[src/rtl/verificar_senha_param_if.sv]
// Bundle of the PIN-check request inputs and result outputs of verificar_senha_param.
// Latency: none; this is wiring only.
// Backpressure: none; the checker drops requests while busy.
interface verificar_senha_param_if #(
  parameter int NUM_PINS   = 4,
  parameter int PIN_DIGITS = 4,
  parameter int MAX_FAILS  = 3
);
  localparam int PW = 4 * PIN_DIGITS;
  localparam int IW = (NUM_PINS > 1) ? $clog2(NUM_PINS) : 1;
  localparam int FW = $clog2(MAX_FAILS + 1);

  // request side
  logic                   pin_valid;
  logic [PW-1:0]          pin_digits;
  logic [PW-1:0]          master_pin;
  logic                   master_valid;
  logic [NUM_PINS*PW-1:0] user_pins;
  logic [NUM_PINS-1:0]    user_en;

  // result side
  logic                   busy;
  logic                   senha_fail;
  logic                   senha_padrao;
  logic                   senha_master;
  logic                   senha_master_update;
  logic [IW-1:0]          match_idx;
  logic                   locked;
  logic [FW-1:0]          fail_count;

  // requester / lock-control side
  modport master (
    output pin_valid, pin_digits, master_pin, master_valid, user_pins, user_en,
    input  busy, senha_fail, senha_padrao, senha_master, senha_master_update,
           match_idx, locked, fail_count
  );

  // checker side
  modport slave (
    input  pin_valid, pin_digits, master_pin, master_valid, user_pins, user_en,
    output busy, senha_fail, senha_padrao, senha_master, senha_master_update,
           match_idx, locked, fail_count
  );
endinterface

[src/rtl/verificar_senha_param.sv]
// PIN verifier: latches the PIN on a pin_valid rising edge, checks master/factory PIN, then scans user slots.
// Latency: 1 cycle (invalid, factory mode, master hit), 2+k for user slot k, 1+NUM_PINS for a full miss.
// Backpressure: none; starts seen while busy or locked are dropped. Optional lockout: define PIN_LOCKOUT_EN.
module verificar_senha_param #(
  parameter int                      NUM_PINS       = 4,
  parameter int                      PIN_DIGITS     = 4,
  parameter logic [4*PIN_DIGITS-1:0] FACTORY_PIN    = 16'h1234,
  parameter int                      MAX_FAILS      = 3,
  parameter int                      LOCKOUT_CYCLES = 30
) (
  input  logic                   clk,
  input  logic                   rst,
  verificar_senha_param_if.slave bus
);
  localparam int PW = 4 * PIN_DIGITS;
  localparam int IW = (NUM_PINS > 1) ? $clog2(NUM_PINS) : 1;
  localparam int FW = $clog2(MAX_FAILS + 1);
  localparam logic [IW-1:0] LAST_IDX = IW'(NUM_PINS - 1);

  // Reject out-of-range configurations at elaboration time.
  if (NUM_PINS < 1 || NUM_PINS > 16 || PIN_DIGITS < 1 || MAX_FAILS < 1 || LOCKOUT_CYCLES < 1) begin : g_bad_cfg
    $error("verificar_senha_param: parameter out of range");
  end

`ifdef PIN_LOCKOUT_EN
  localparam int LW = (LOCKOUT_CYCLES > 1) ? $clog2(LOCKOUT_CYCLES) : 1;
  typedef enum logic [1:0] {
    IDLE        = 2'd0,
    SCAN_MASTER = 2'd1,
    SCAN_USER   = 2'd2,
    LOCKED      = 2'd3
  } state_t;
`else
  typedef enum logic [1:0] {
    IDLE        = 2'd0,
    SCAN_MASTER = 2'd1,
    SCAN_USER   = 2'd2
  } state_t;
`endif

  state_t        state_q, state_d;
  logic          pin_valid_q;
  logic [PW-1:0] pin_q, pin_d;
  logic [IW-1:0] idx_q, idx_d;
  logic [IW-1:0] match_idx_q, match_idx_d;
  logic          fail_q, fail_d;
  logic          padrao_q, padrao_d;
  logic          master_q, master_d;
  logic          update_q, update_d;
`ifdef PIN_LOCKOUT_EN
  logic [FW-1:0] fail_cnt_q, fail_cnt_d;
  logic [LW-1:0] lock_cnt_q, lock_cnt_d;
`endif

  logic          start;
  logic          digits_ok;
  logic [PW-1:0] user_slot;

  // pin_valid_q resets high so a level already present at reset release is not a start.
  assign start     = bus.pin_valid & ~pin_valid_q;
  assign user_slot = bus.user_pins[int'(idx_q)*PW +: PW];

  // Every captured digit must be BCD 0..9; the blank code 4'hE is rejected here.
  always_comb begin
    digits_ok = 1'b1;
    for (int i = 0; i < PIN_DIGITS; i++) begin
      if (pin_q[i*4 +: 4] > 4'd9) digits_ok = 1'b0;
    end
  end

  // State, captured PIN, scan index and registered result pulses.
  always_ff @(posedge clk or negedge rst) begin
    if (!rst) begin
      state_q     <= IDLE;
      pin_valid_q <= 1'b1;
      pin_q       <= {PIN_DIGITS{4'hE}};
      idx_q       <= '0;
      match_idx_q <= '0;
      fail_q      <= 1'b0;
      padrao_q    <= 1'b0;
      master_q    <= 1'b0;
      update_q    <= 1'b0;
`ifdef PIN_LOCKOUT_EN
      fail_cnt_q  <= '0;
      lock_cnt_q  <= '0;
`endif
    end else begin
      state_q     <= state_d;
      pin_valid_q <= bus.pin_valid;
      pin_q       <= pin_d;
      idx_q       <= idx_d;
      match_idx_q <= match_idx_d;
      fail_q      <= fail_d;
      padrao_q    <= padrao_d;
      master_q    <= master_d;
      update_q    <= update_d;
`ifdef PIN_LOCKOUT_EN
      fail_cnt_q  <= fail_cnt_d;
      lock_cnt_q  <= lock_cnt_d;
`endif
    end
  end

  // Next-state and result decode; master/user tables are compared live, only the entered PIN is held.
  always_comb begin
    state_d     = state_q;
    pin_d       = pin_q;
    idx_d       = idx_q;
    match_idx_d = match_idx_q;
    fail_d      = 1'b0;
    padrao_d    = 1'b0;
    master_d    = 1'b0;
    update_d    = 1'b0;
`ifdef PIN_LOCKOUT_EN
    fail_cnt_d  = fail_cnt_q;
    lock_cnt_d  = lock_cnt_q;
`endif
    case (state_q)
      IDLE: begin
        if (start) begin
          pin_d   = bus.pin_digits;
          state_d = SCAN_MASTER;
        end
      end
      SCAN_MASTER: begin
        if (!digits_ok) begin
          fail_d  = 1'b1;
          state_d = IDLE;
        end else if (!bus.master_valid) begin
          // Factory mode: only the factory PIN is accepted, user slots are never scanned.
          if (pin_q == FACTORY_PIN) update_d = 1'b1;
          else                      fail_d   = 1'b1;
          state_d = IDLE;
        end else if (pin_q == bus.master_pin) begin
          master_d = 1'b1;
          state_d  = IDLE;
        end else begin
          idx_d   = '0;
          state_d = SCAN_USER;
        end
      end
      SCAN_USER: begin
        // Ascending scan, so the lowest enabled matching slot wins.
        if (bus.user_en[idx_q] && (pin_q == user_slot)) begin
          padrao_d    = 1'b1;
          match_idx_d = idx_q;
          state_d     = IDLE;
        end else if (idx_q == LAST_IDX) begin
          fail_d  = 1'b1;
          state_d = IDLE;
        end else begin
          idx_d = idx_q + IW'(1);
        end
      end
`ifdef PIN_LOCKOUT_EN
      LOCKED: begin
        if (lock_cnt_q == '0) begin
          fail_cnt_d = '0;
          state_d    = IDLE;
        end else begin
          lock_cnt_d = lock_cnt_q - LW'(1);
        end
      end
`endif
      default: state_d = IDLE;
    endcase
`ifdef PIN_LOCKOUT_EN
    // Consecutive-fail accounting; the fail that reaches MAX_FAILS diverts to LOCKED.
    if (fail_d) begin
      if (fail_cnt_q >= FW'(MAX_FAILS - 1)) begin
        fail_cnt_d = FW'(MAX_FAILS);
        lock_cnt_d = LW'(LOCKOUT_CYCLES - 1);
        state_d    = LOCKED;
      end else begin
        fail_cnt_d = fail_cnt_q + FW'(1);
      end
    end else if (padrao_d || master_d || update_d) begin
      fail_cnt_d = '0;
    end
`endif
  end

  assign bus.busy                = (state_q != IDLE);
  assign bus.senha_fail          = fail_q;
  assign bus.senha_padrao        = padrao_q;
  assign bus.senha_master        = master_q;
  assign bus.senha_master_update = update_q;
  assign bus.match_idx           = match_idx_q;
`ifdef PIN_LOCKOUT_EN
  assign bus.locked              = (state_q == LOCKED);
  assign bus.fail_count          = fail_cnt_q;
`else
  assign bus.locked              = 1'b0;
  assign bus.fail_count          = '0;
`endif
endmodule

[src/flat_wrapper.sv]
// flat-port wrapper written by rule: the top's interface ports become plain ports
module verificar_senha_param_flat 
#(
  parameter int                      NUM_PINS       = 4,
  parameter int                      PIN_DIGITS     = 4,
  parameter logic [4*PIN_DIGITS-1:0] FACTORY_PIN    = 16'h1234,
  parameter int                      MAX_FAILS      = 3,
  parameter int                      LOCKOUT_CYCLES = 30
)
  (clk, rst, bus_pin_valid, bus_pin_digits, bus_master_pin, bus_master_valid, bus_user_pins, bus_user_en, bus_busy, bus_senha_fail, bus_senha_padrao, bus_senha_master, bus_senha_master_update, bus_match_idx, bus_locked, bus_fail_count);
  verificar_senha_param_if #(.NUM_PINS(NUM_PINS), .PIN_DIGITS(PIN_DIGITS), .MAX_FAILS(MAX_FAILS)) bus_i ();
  input  logic clk;
  input  logic rst;
  input wire logic [$bits(bus_i.pin_valid)-1:0] bus_pin_valid;
  input wire logic [$bits(bus_i.pin_digits)-1:0] bus_pin_digits;
  input wire logic [$bits(bus_i.master_pin)-1:0] bus_master_pin;
  input wire logic [$bits(bus_i.master_valid)-1:0] bus_master_valid;
  input wire logic [$bits(bus_i.user_pins)-1:0] bus_user_pins;
  input wire logic [$bits(bus_i.user_en)-1:0] bus_user_en;
  output wire logic [$bits(bus_i.busy)-1:0] bus_busy;
  output wire logic [$bits(bus_i.senha_fail)-1:0] bus_senha_fail;
  output wire logic [$bits(bus_i.senha_padrao)-1:0] bus_senha_padrao;
  output wire logic [$bits(bus_i.senha_master)-1:0] bus_senha_master;
  output wire logic [$bits(bus_i.senha_master_update)-1:0] bus_senha_master_update;
  output wire logic [$bits(bus_i.match_idx)-1:0] bus_match_idx;
  output wire logic [$bits(bus_i.locked)-1:0] bus_locked;
  output wire logic [$bits(bus_i.fail_count)-1:0] bus_fail_count;
  assign bus_i.pin_valid = bus_pin_valid;
  assign bus_i.pin_digits = bus_pin_digits;
  assign bus_i.master_pin = bus_master_pin;
  assign bus_i.master_valid = bus_master_valid;
  assign bus_i.user_pins = bus_user_pins;
  assign bus_i.user_en = bus_user_en;
  assign bus_busy = bus_i.busy;
  assign bus_senha_fail = bus_i.senha_fail;
  assign bus_senha_padrao = bus_i.senha_padrao;
  assign bus_senha_master = bus_i.senha_master;
  assign bus_senha_master_update = bus_i.senha_master_update;
  assign bus_match_idx = bus_i.match_idx;
  assign bus_locked = bus_i.locked;
  assign bus_fail_count = bus_i.fail_count;
  verificar_senha_param #(.NUM_PINS(NUM_PINS), .PIN_DIGITS(PIN_DIGITS), .FACTORY_PIN(FACTORY_PIN), .MAX_FAILS(MAX_FAILS), .LOCKOUT_CYCLES(LOCKOUT_CYCLES)) u_core (.clk(clk), .rst(rst), .bus(bus_i));
endmodule
[config.mk]
export PLATFORM = sky130hd
export DESIGN_NAME = verificar_senha_param_flat
export DESIGN_NICKNAME = d
export VERILOG_FILES = /design/src/rtl/verificar_senha_param_if.sv /design/src/rtl/verificar_senha_param.sv /design/src/flat_wrapper.sv
export SDC_FILE = /design/constraint.sdc
export NUM_CORES = 1
export LEC_CHECK = 0
export ABC_AREA = 1
export BUFFER_PORTS_ARGS = -buffer_cell sky130_fd_sc_hd__buf_4
export CAP_MARGIN = 15
export CELL_PAD_IN_SITES_DETAIL_PLACEMENT = 0
export CELL_PAD_IN_SITES_GLOBAL_PLACEMENT = 1
export CORE_MARGIN = 3
export CORE_UTILIZATION = 28
export DETAILED_ROUTE_END_ITERATION = 16
export GPL_TIMING_DRIVEN = 0
export PLACE_DENSITY_LB_ADDON = 0.15
export SYNTH_ARGS = -nofsm -noshare
export SYNTH_HDL_FRONTEND = slang
export SYNTH_SLANG_ARGS = --single-unit
export TNS_END_PERCENT = 100
[constraint.sdc]
create_clock -name clk -period 1.65 [get_ports clk]
set_input_delay 0.165 -clock clk [delete_from_list [all_inputs] [get_ports clk]]
set_output_delay 0.165 -clock clk [all_outputs]
set_load 0.05 [all_outputs]
==> results of run 1 <==
synth_stat cells:
cell | count | share of area, %
sky130_fd_sc_hd__nor2_2 | 4 | 1.0
sky130_fd_sc_hd__o21ai_0 | 21 | 4.4
sky130_fd_sc_hd__xnor2_1 | 15 | 5.5
sky130_fd_sc_hd__buf_4 | 5 | 1.6
sky130_fd_sc_hd__nand4_1 | 12 | 3.1
sky130_fd_sc_hd__xor2_1 | 2 | 0.73
sky130_fd_sc_hd__conb_1 | 1 | 0.16
sky130_fd_sc_hd__inv_2 | 2 | 0.31
sky130_fd_sc_hd__ha_1 | 4 | 2.1
sky130_fd_sc_hd__buf_8 | 1 | 0.62
sky130_fd_sc_hd__o2111ai_1 | 1 | 0.36
sky130_fd_sc_hd__nor2_1 | 28 | 4.4
sky130_fd_sc_hd__nand2_2 | 2 | 0.52
sky130_fd_sc_hd__nor4_1 | 1 | 0.26
sky130_fd_sc_hd__inv_1 | 29 | 4.5
sky130_fd_sc_hd__nand2_1 | 162 | 25
sky130_fd_sc_hd__nor3b_1 | 1 | 0.31
sky130_fd_sc_hd__nand3_2 | 3 | 1.2
sky130_fd_sc_hd__nand3_1 | 50 | 10
sky130_fd_sc_hd__dfrtp_1 | 14 | 15
sky130_fd_sc_hd__and2_1 | 2 | 0.52
sky130_fd_sc_hd__clkbuf_1 | 3 | 0.47
sky130_fd_sc_hd__dfstp_2 | 13 | 14
sky130_fd_sc_hd__a21oi_1 | 1 | 0.21
sky130_fd_sc_hd__buf_2 | 3 | 0.62
sky130_fd_sc_hd__a21boi_0 | 1 | 0.31
sky130_fd_sc_hd__o21ai_1 | 1 | 0.21
sky130_fd_sc_hd__buf_6 | 4 | 1.9
sky130_fd_sc_hd__nor3_1 | 2 | 0.42
cells by family (layout without fill, tap and decap cells):
logic type,Yosys count,after routing
AND/OR/NAND/NOR,267,267
buffers and inverters,47,180
XOR/XNOR,17,17
other,1,3
adder cells (fa/ha/maj),4,4
AO/OA/AOI/OAI,25,25
flip-flops,27,27
worst paths after layout:
path                                                     start                                        to  slack (ns)  depth (start not counted)
max in group asynchronous                                  rst              u_core.pin_q[13]$_DFFE_PN1P_        0.98                          2
max                                u_core.idx_q[1]$_DFFE_PN0P_               u_core.idx_q[0]$_DFFE_PN0P_       -0.24                         14
min reg2reg                u_core.bus.match_idx[0]$_DFFE_PN0P_       u_core.bus.match_idx[0]$_DFFE_PN0P_        0.50                          2
min in group asynchronous                                  rst         u_core.bus.senha_padrao$_DFF_PN0_        0.33                          2
min                                           bus_master_valid  u_core.bus.senha_master_update$_DFF_PN0_        0.04                          2
max reg2reg                        u_core.idx_q[1]$_DFFE_PN0P_               u_core.idx_q[0]$_DFFE_PN0P_       -0.24                         14
flip-flops by register name (all words and copies together), names as in the netlist:
register / flops
u_core.bus.senha_padrao: 1
u_core.bus.senha_master_update: 1
u_core.pin_valid_q: 1
u_core.bus.senha_fail: 1
u_core.pin_q: 16
u_core.bus.match_idx: 2
u_core.idx_q: 2
u_core.state_q: 2
u_core.bus.senha_master: 1
power breakdown:
group	total (W)	internal [W]	switching (W)	leakage, nW
clock network	0.000405	0.000172	0.000233	0.0217
logic	0.00370	0.00165	0.00204	1.71
registers	0.00141	0.00102	0.000398	0.320
total	0.00552	0.00284	0.00268	2.05
cell type report:
| type | instances | area (µm²) |
|---|---|---|
| Fill cell | 858 | 4234 |
| Multi-Input combinational cell | 316 | 1800 |
| Timing Repair Buffer | 129 | 1075 |
| Sequential cell | 27 | 694.4 |
| Buffer | 16 | 188.9 |
| Tap cell | 105 | 131.4 |
| Inverter | 31 | 126.4 |
| Clock buffer | 3 | 41.29 |
| Clock inverter | 1 | 7.507 |
timing repair:
| action | CTS | global route |
|---|---|---|
| resized for setup | 37 | 73 |
| cloned | 1 | 4 |
| hold buffers | 2 | 0 |
| hold endpoints to repair | 15 | 0 |
| setup endpoints to repair | 24 | 24 |
| pin swaps | 18 | 36 |
| setup buffers | 6 | 6 |
metrics by stage:
| stage | power (W) | cell area, µm² |
|---|---|---|
| 5_1_grt | 0.006014 | 4065 |
| 6_report | 0.005517 | 4065 |
| 3_3_place_gp | 0.004157 | 3383 |
| 4_1_cts | 0.004971 | 3662 |
| 3_5_place_dp | 0.004183 | 3383 |
| 2_1_floorplan | 0.003265 | 2426 |
layer usage:
metal / global-route usage (%) / routed length (µm)
met1: 27.34 / 4682
met2: 27.27 / 3926
met3: 2.406 / 555
met4: 3.256 / 68
met5: 0 / 0
==> run summary, run 1 <==
The run finished, with violations left. The final reports fail on setup timing. The row count was 33; the count of input and output buffers was 110.

Data on the critical path arrives at its endpoint at 2.12 ns. The worst-case setup margin in the final layout is -0.2415 ns. The run gives 2831 as the number of global-route vias before repair. Global routing used 17.98% of the available tracks across all layers.

The count of final hold-check violations is 0. The via count of the routed design was 2933. For the remaining design rule violation count, the log shows 0. The longest individual stage delay on the worst path works out to 0.48 ns.

Final period utilization: 114.6%. The library cell used most frequently in the layout, excluding fill and tap cells, is sky130_fd_sc_hd__nand2_1. The post-synthesis share of cell area spent on and, or, nand and nor gates was 47.43%. Clock-pin slew was measured on the worst setup and hold paths at 0.11 ns.

The peak fanout along the critical path was 5; the final-report max-slew violation count was 0. Entering global routing, the biggest net connects 28 pins. The top-level I/O count is 114, and the sum of negative setup slack is -1.491 ns.

The floorplan step defined a core boundary enclosing 8299 µm². The die footprint is 9751 µm², and the number of search-and-repair iterations in the first detailed-routing pass is 4. For the clock latency of the later-clocked register in the worst-skew pair, the log shows 0.28 ns.

In this run the vertical extent of the chip is 98.75 µm. The share of the synthesized area in compound gates (AO/OA/AOI/OAI) is 5.455%, and the highest attainable clock frequency is 528.7 MHz. TritonCTS built the clock tree. The register area share after synthesis is 28.73%.

By area, the combinational part of the netlist is dominated by simple AND/OR/NAND/NOR gates. The congestion estimate from routability-driven global placement came to 0.8042. In the synthesized netlist, mux cells make up 0% of the area. The critical-path cell with the highest stage delay is sky130_fd_sc_hd__dfrtp_2.

The worst setup path is captured at a flip-flop. For the clock sink count, the log shows 27. The tools report the global-route wire length before repair as 14120 µm. In this run the power density over the cells is 1357 nW/µm².

Counting both buffers and inverters, the worst setup path holds a total of 3. The tools report the number of unique standard cell types used by synthesis as 29. IR analysis of the VDD net gives a maximum drop of 508.0 µV. The cell family contributing the most delay on the critical path was simple AND/OR/NAND/NOR gates. Across the run, the number of max-cap violations was 0.

At the placement stage, the worst setup path has a slack of -0.3700 ns. In this run, synthesis produced a sequential element count of 27. The mean routed wirelength per cell came out at 14.70 µm. Number of antenna violations at the first check in global routing: 0.

The number of cells in the design after placement was 605. For this run, the number of Yosys warnings is 0. For the post-layout net count, the log shows 632.

The longest clock path from root to sink contains 2 buffers. For the finished layout, the period the worst path requires is 1.892 ns. Measured along the x axis, the die boundary spans 98.75 µm. Setup violations remaining at the end of the flow were counted as 8.

For this configuration, the core starts out at a cell density of 29.02%. Data on the critical path is required at its endpoint by 1.88 ns. Setup repair after global routing could not meet its margin everywhere. The average instance in the mapped netlist occupies 6.208 µm². For this run the aggregate overflow at the end of global routing stands at 0. The fraction of layout instances using a drive strength above 1 came out at 45.51%. The critical path goes through buf_8 > buf_8 > buf_6 > nand3_4 > nand2_1 > nand2_1 > nand2_1 > nor2_1 > nand2_2 > nor2_4 > nand4_1 > nand2_1 > nand2_1 > nand2_1. Leaving out fill and tap cells, the most frequent cells in the layout are 140 x sky130_fd_sc_hd__nand2_1, 124 x sky130_fd_sc_hd__buf_4, 35 x sky130_fd_sc_hd__nand3_2. The post-detailed-routing wire length came out at 9233 µm. The via density per instance works out to 4.670. The path class of the lowest-slack min-delay path was in2reg. The final worst hold slack came out at 0.03698 ns.

The run gives 388 as the number of instances in the synthesized netlist. The diode insertion count for antenna repair is 0, and the number of H-tree levels is 1. The count of cells in the finished layout, fillers not included, comes to 628.

The library cell used as clock root buffer was sky130_fd_sc_hd__clkbuf_8. The area growth from synthesis to layout is 68.78%. In this design, the critical path's most frequently occurring cell is sky130_fd_sc_hd__nand2_1. The first routing iteration left 91 violations.

The post-route core utilization is 48.98%, and the mapped cell area is 2409 µm². The count of nets left with antenna violations once routing finished came out at 0. For the final database, setup skew stands at 0.01287 ns. Summed over all cells, the static leakage comes to 2.053 nW. After Yosys synthesis, full adders, half adders and majority gates account for 2.078% of the synthesized area. Summed over all nets, the half-perimeter wirelength after detailed placement is 7188 µm. The critical path launch point type was a flip-flop. The synthesized netlist devotes 6.182% of its cell area to XOR and XNOR gates.

The kind of critical path was reg2reg. The number of clock buffers added by TritonCTS is 3.
Power figures use the tool's default switching activity.
==> inputs of run 2 (changes only) <==
- HOLD_SLACK_MARGIN: unset -> 0.12
==> run summary, run 2 (synthesis gave the netlist of run 1 again) <==
The tools report the initial core utilization as 29.02% (unchanged). The switching portion of total power was 48.32% (-0.17 points); the pin count of the biggest net entering global routing was 28 (unchanged). The post-route core utilization is 51.03% (+2.1 points). The run gives 2.11 ns (about the same) as the data arrival at the endpoint of the critical path. For the relative contribution of combinational cells to total power, the log shows 67.3% (+0.3 points). Counting flops per register, the top entry is u_core.pin_q.

The library cells used most frequently in the layout, excluding fill and tap cells, are 140 x sky130_fd_sc_hd__nand2_1, 124 x sky130_fd_sc_hd__buf_4, 35 x sky130_fd_sc_hd__nand3_2. The kind of critical path was reg2reg. Critical-path cell with the highest stage delay: sky130_fd_sc_hd__dfrtp_2. The via density per instance came out at 4.636 (-0.74%). The peak fanout along the critical path was 5 (unchanged). The tools report the static power due to leakage as 2.124 nW (+3.5%).

The checks that failed: setup timing. Broken down by cell family, the worst path's largest delay share belongs to simple AND/OR/NAND/NOR gates. The min-delay analysis places its worst path in the category in2async. The number of search-and-repair iterations in the first detailed-routing pass was 4 (unchanged); the clock-pin slew on the worst setup and hold paths was 0.10 ns (about the same). Final-report max-slew violation count: 0 (unchanged). The run gives 18.17% (+0.19 points) as the total routing resource utilization after global routing. The final critical path time including I/O delays and setup was 1.889 ns (-0.002774 ns); the combined area of the multi-input logic cells was 1800 µm² (unchanged). The critical path buffer and inverter count was 3 (unchanged); the longest individual stage delay on the worst path was 0.48 ns (about the same).

The via count of the routed design was 2990 (+1.9%). The tools report the critical path launch point type as a flip-flop. The tools report the core box area as 8299 µm² (unchanged).

The root buffer cell chosen for the clock tree is sky130_fd_sc_hd__clkbuf_8. Traced cell by cell, the critical path runs through buf_8 > buf_8 > buf_6 > nand3_4 > nand2_1 > nand2_1 > nand2_1 > nor2_1 > nand2_2 > nor2_4 > nand4_1 > nand2_1 > nand2_1 > nand2_1. The growth of design area from synthesis to finish was 75.84%; the number of flip-flops under the largest register name was 16 (unchanged). The run gives 1 (unchanged) as the number of H-tree levels.

The worst-case setup margin in the final layout is -0.2387 ns (+0.002774 ns). The logs give 0 (unchanged) for the count of nets left with antenna violations after detail routing and 3 (unchanged) for the TritonCTS buffer count. The flow ran to the end, but the final reports show violations.

The run gives 0.28 ns (about the same) as the clock latency of the later-clocked register in the worst-skew pair. The mean routed wirelength per cell was 14.41 µm (-2.0%); the final period utilization was 114.5% (-0.17 points). The sequential cell fraction of total power came out at 25.5% (about the same). The logs give 7.2% (about the same) for the proportion of power drawn by the clock network and 645 (+2.7%) for the final cell count without fillers. The fraction of layout instances using a drive strength above 1 is 44.07% (-1.4 points). The logs give 0 (unchanged) for the number of antenna violations at the first check in global routing and 520.8 µV (+2.5%) for the maximum resistive drop on vdd. The overall overflow remaining after global route was 0 (unchanged). For the internal power, the log shows 0.002867 W (+0.88%).

For the worst slack at placement, the log shows -0.3700 ns (unchanged). The number of global-route vias before repair was 2881 (+1.8%); the height of the die was 98.75 µm (unchanged). STA classifies the critical path endpoint as a flip-flop.

Leaving out fill and tap cells, the most frequent cell in the layout is sky130_fd_sc_hd__nand2_1. Count of input and output buffers: 110 (unchanged). The tools report the required arrival time at the worst endpoint as 1.87 ns (about the same).

The diode insertion count for antenna repair came out at 0 (unchanged). TritonCTS built the clock tree. The total setup violations reported at the end of the flow was 8 (unchanged); the ratio of total power to cell area was 1310 nW/µm² (-3.5%). The global-route wire length before repair was 14290 µm (+1.2%). Clock sink count: 27 (unchanged). The logs give 93 (+2.2%) for the number of DRC markers after the initial detailed-route iteration and 0.002681 W (+0.19%) for the net switching power. The count of maximum capacitance violations was 0 (unchanged); the top-level I/O count was 114 (unchanged). The largest clock skew in the final design was 0.007630 ns (-0.005241 ns); the overall die width was 98.75 µm (unchanged). Count of fill cells added during filler insertion: 838 (-2.3%). The post-detailed-routing wire length came out at 9292 µm (+0.64%). The number of cells in the design after placement was 605 (unchanged); the number of buffers between clock root and the deepest sink was 2 (unchanged).

For the row count, the log shows 33 (unchanged). For the highest attainable clock frequency, the log shows 529.5 MHz (+0.15%). The post-layout net count came out at 649 (+2.7%).

The final HPWL from detailed placement is 7188 µm (unchanged), and the final RePlAce weighted congestion is 0.8042 (unchanged). The remaining design rule violation count is 0 (unchanged), and the storage element area is 694.4 µm² (unchanged). The tools report the total power as 0.005547 W (+0.54%).

Setup repair after global routing could not meet its margin everywhere. The run gives 0 (unchanged) as the count of final hold-check violations. The most prevalent standard cell on the critical path is sky130_fd_sc_hd__nand2_1. The sum of negative setup slack was -1.530 ns (-0.03923 ns). The run gives 9751 µm² (unchanged) as the die footprint.
[run 2: changes by cell type in the layout (fill, tap and decap cells not counted), sizes merged]
cell,before,now
dlygate4sd3,2,19
[run 2: per-stage QoR]
stage               area [µm²]  hold slack, ns
finish                    4235          0.3337
global route              4235          0.3566
CTS                       3832          0.3396
detailed placement        3383          0.1103
global placement          3383         0.09982
floorplan                 2426         -0.1306
[run 2: power by group through the flow]
stage | Sequential [W] | Clock (W) | Combinational [W]
3_3_place_gp | 0.00139 | 0 | 0.00277
5_1_grt | 0.00145 | 0.000439 | 0.00416
3_5_place_dp | 0.00140 | 0 | 0.00279
6_report | 0.00141 | 0.000398 | 0.00373
4_1_cts | 0.00139 | 0.000418 | 0.00320
2_1_floorplan | 0.00126 | 0 | 0.00200
[run 2: final cells by class]
cell class	instances	share of cell area (%)
plain buffers	16	4.461
well taps	105	3.102
clock buffers	3	0.9749
multi-input cells	316	42.51
clock inverters	1	0.1773
flip-flops and latches	27	16.40
inverters	31	2.984
repair buffers	146	29.39
[run 2: what timing repair did]
item                                    CTS  global route
endpoints found under the hold margin    45             0
pin swaps                                18            37
cloned                                    1             4
gates resized for setup                  37            73
hold buffers                             19             0
buffers inserted                          6             6
endpoints found under the setup margin   24            24
[run 2: path summary, 6_finish.rpt]
| path | start | endpoint | slack [ns] | cells past startpoint |
|---|---|---|---|---|
| max in group asynchronous | rst | u_core.pin_q[13]$_DFFE_PN1P_ | 0.99 | 2 |
| min in group clk | bus_master_pin[6] | u_core.bus.senha_master$_DFF_PN0_ | 0.38 | 7 |
| hold reg to reg | u_core.bus.match_idx[0]$_DFFE_PN0P_ | u_core.bus.match_idx[0]$_DFFE_PN0P_ | 0.50 | 2 |
| setup / recovery | u_core.idx_q[1]$_DFFE_PN0P_ | u_core.idx_q[0]$_DFFE_PN0P_ | -0.24 | 14 |
| setup reg to reg | u_core.idx_q[1]$_DFFE_PN0P_ | u_core.idx_q[0]$_DFFE_PN0P_ | -0.24 | 14 |
| hold / removal | rst | u_core.bus.senha_padrao$_DFF_PN0_ | 0.33 | 2 |
[run 2: layer usage]
| metal | global-route usage, % | wire, µm | up-vias |
|---|---|---|---|
| li1 | - | - | 1534 |
| met1 | 27.34 | 4764 | 1359 |
| met2 | 28.05 | 4009 | 93 |
| met3 | 2.265 | 468 | 4 |
| met4 | 3.256 | 50 | 0 |
| met5 | 0 | 0 | - |
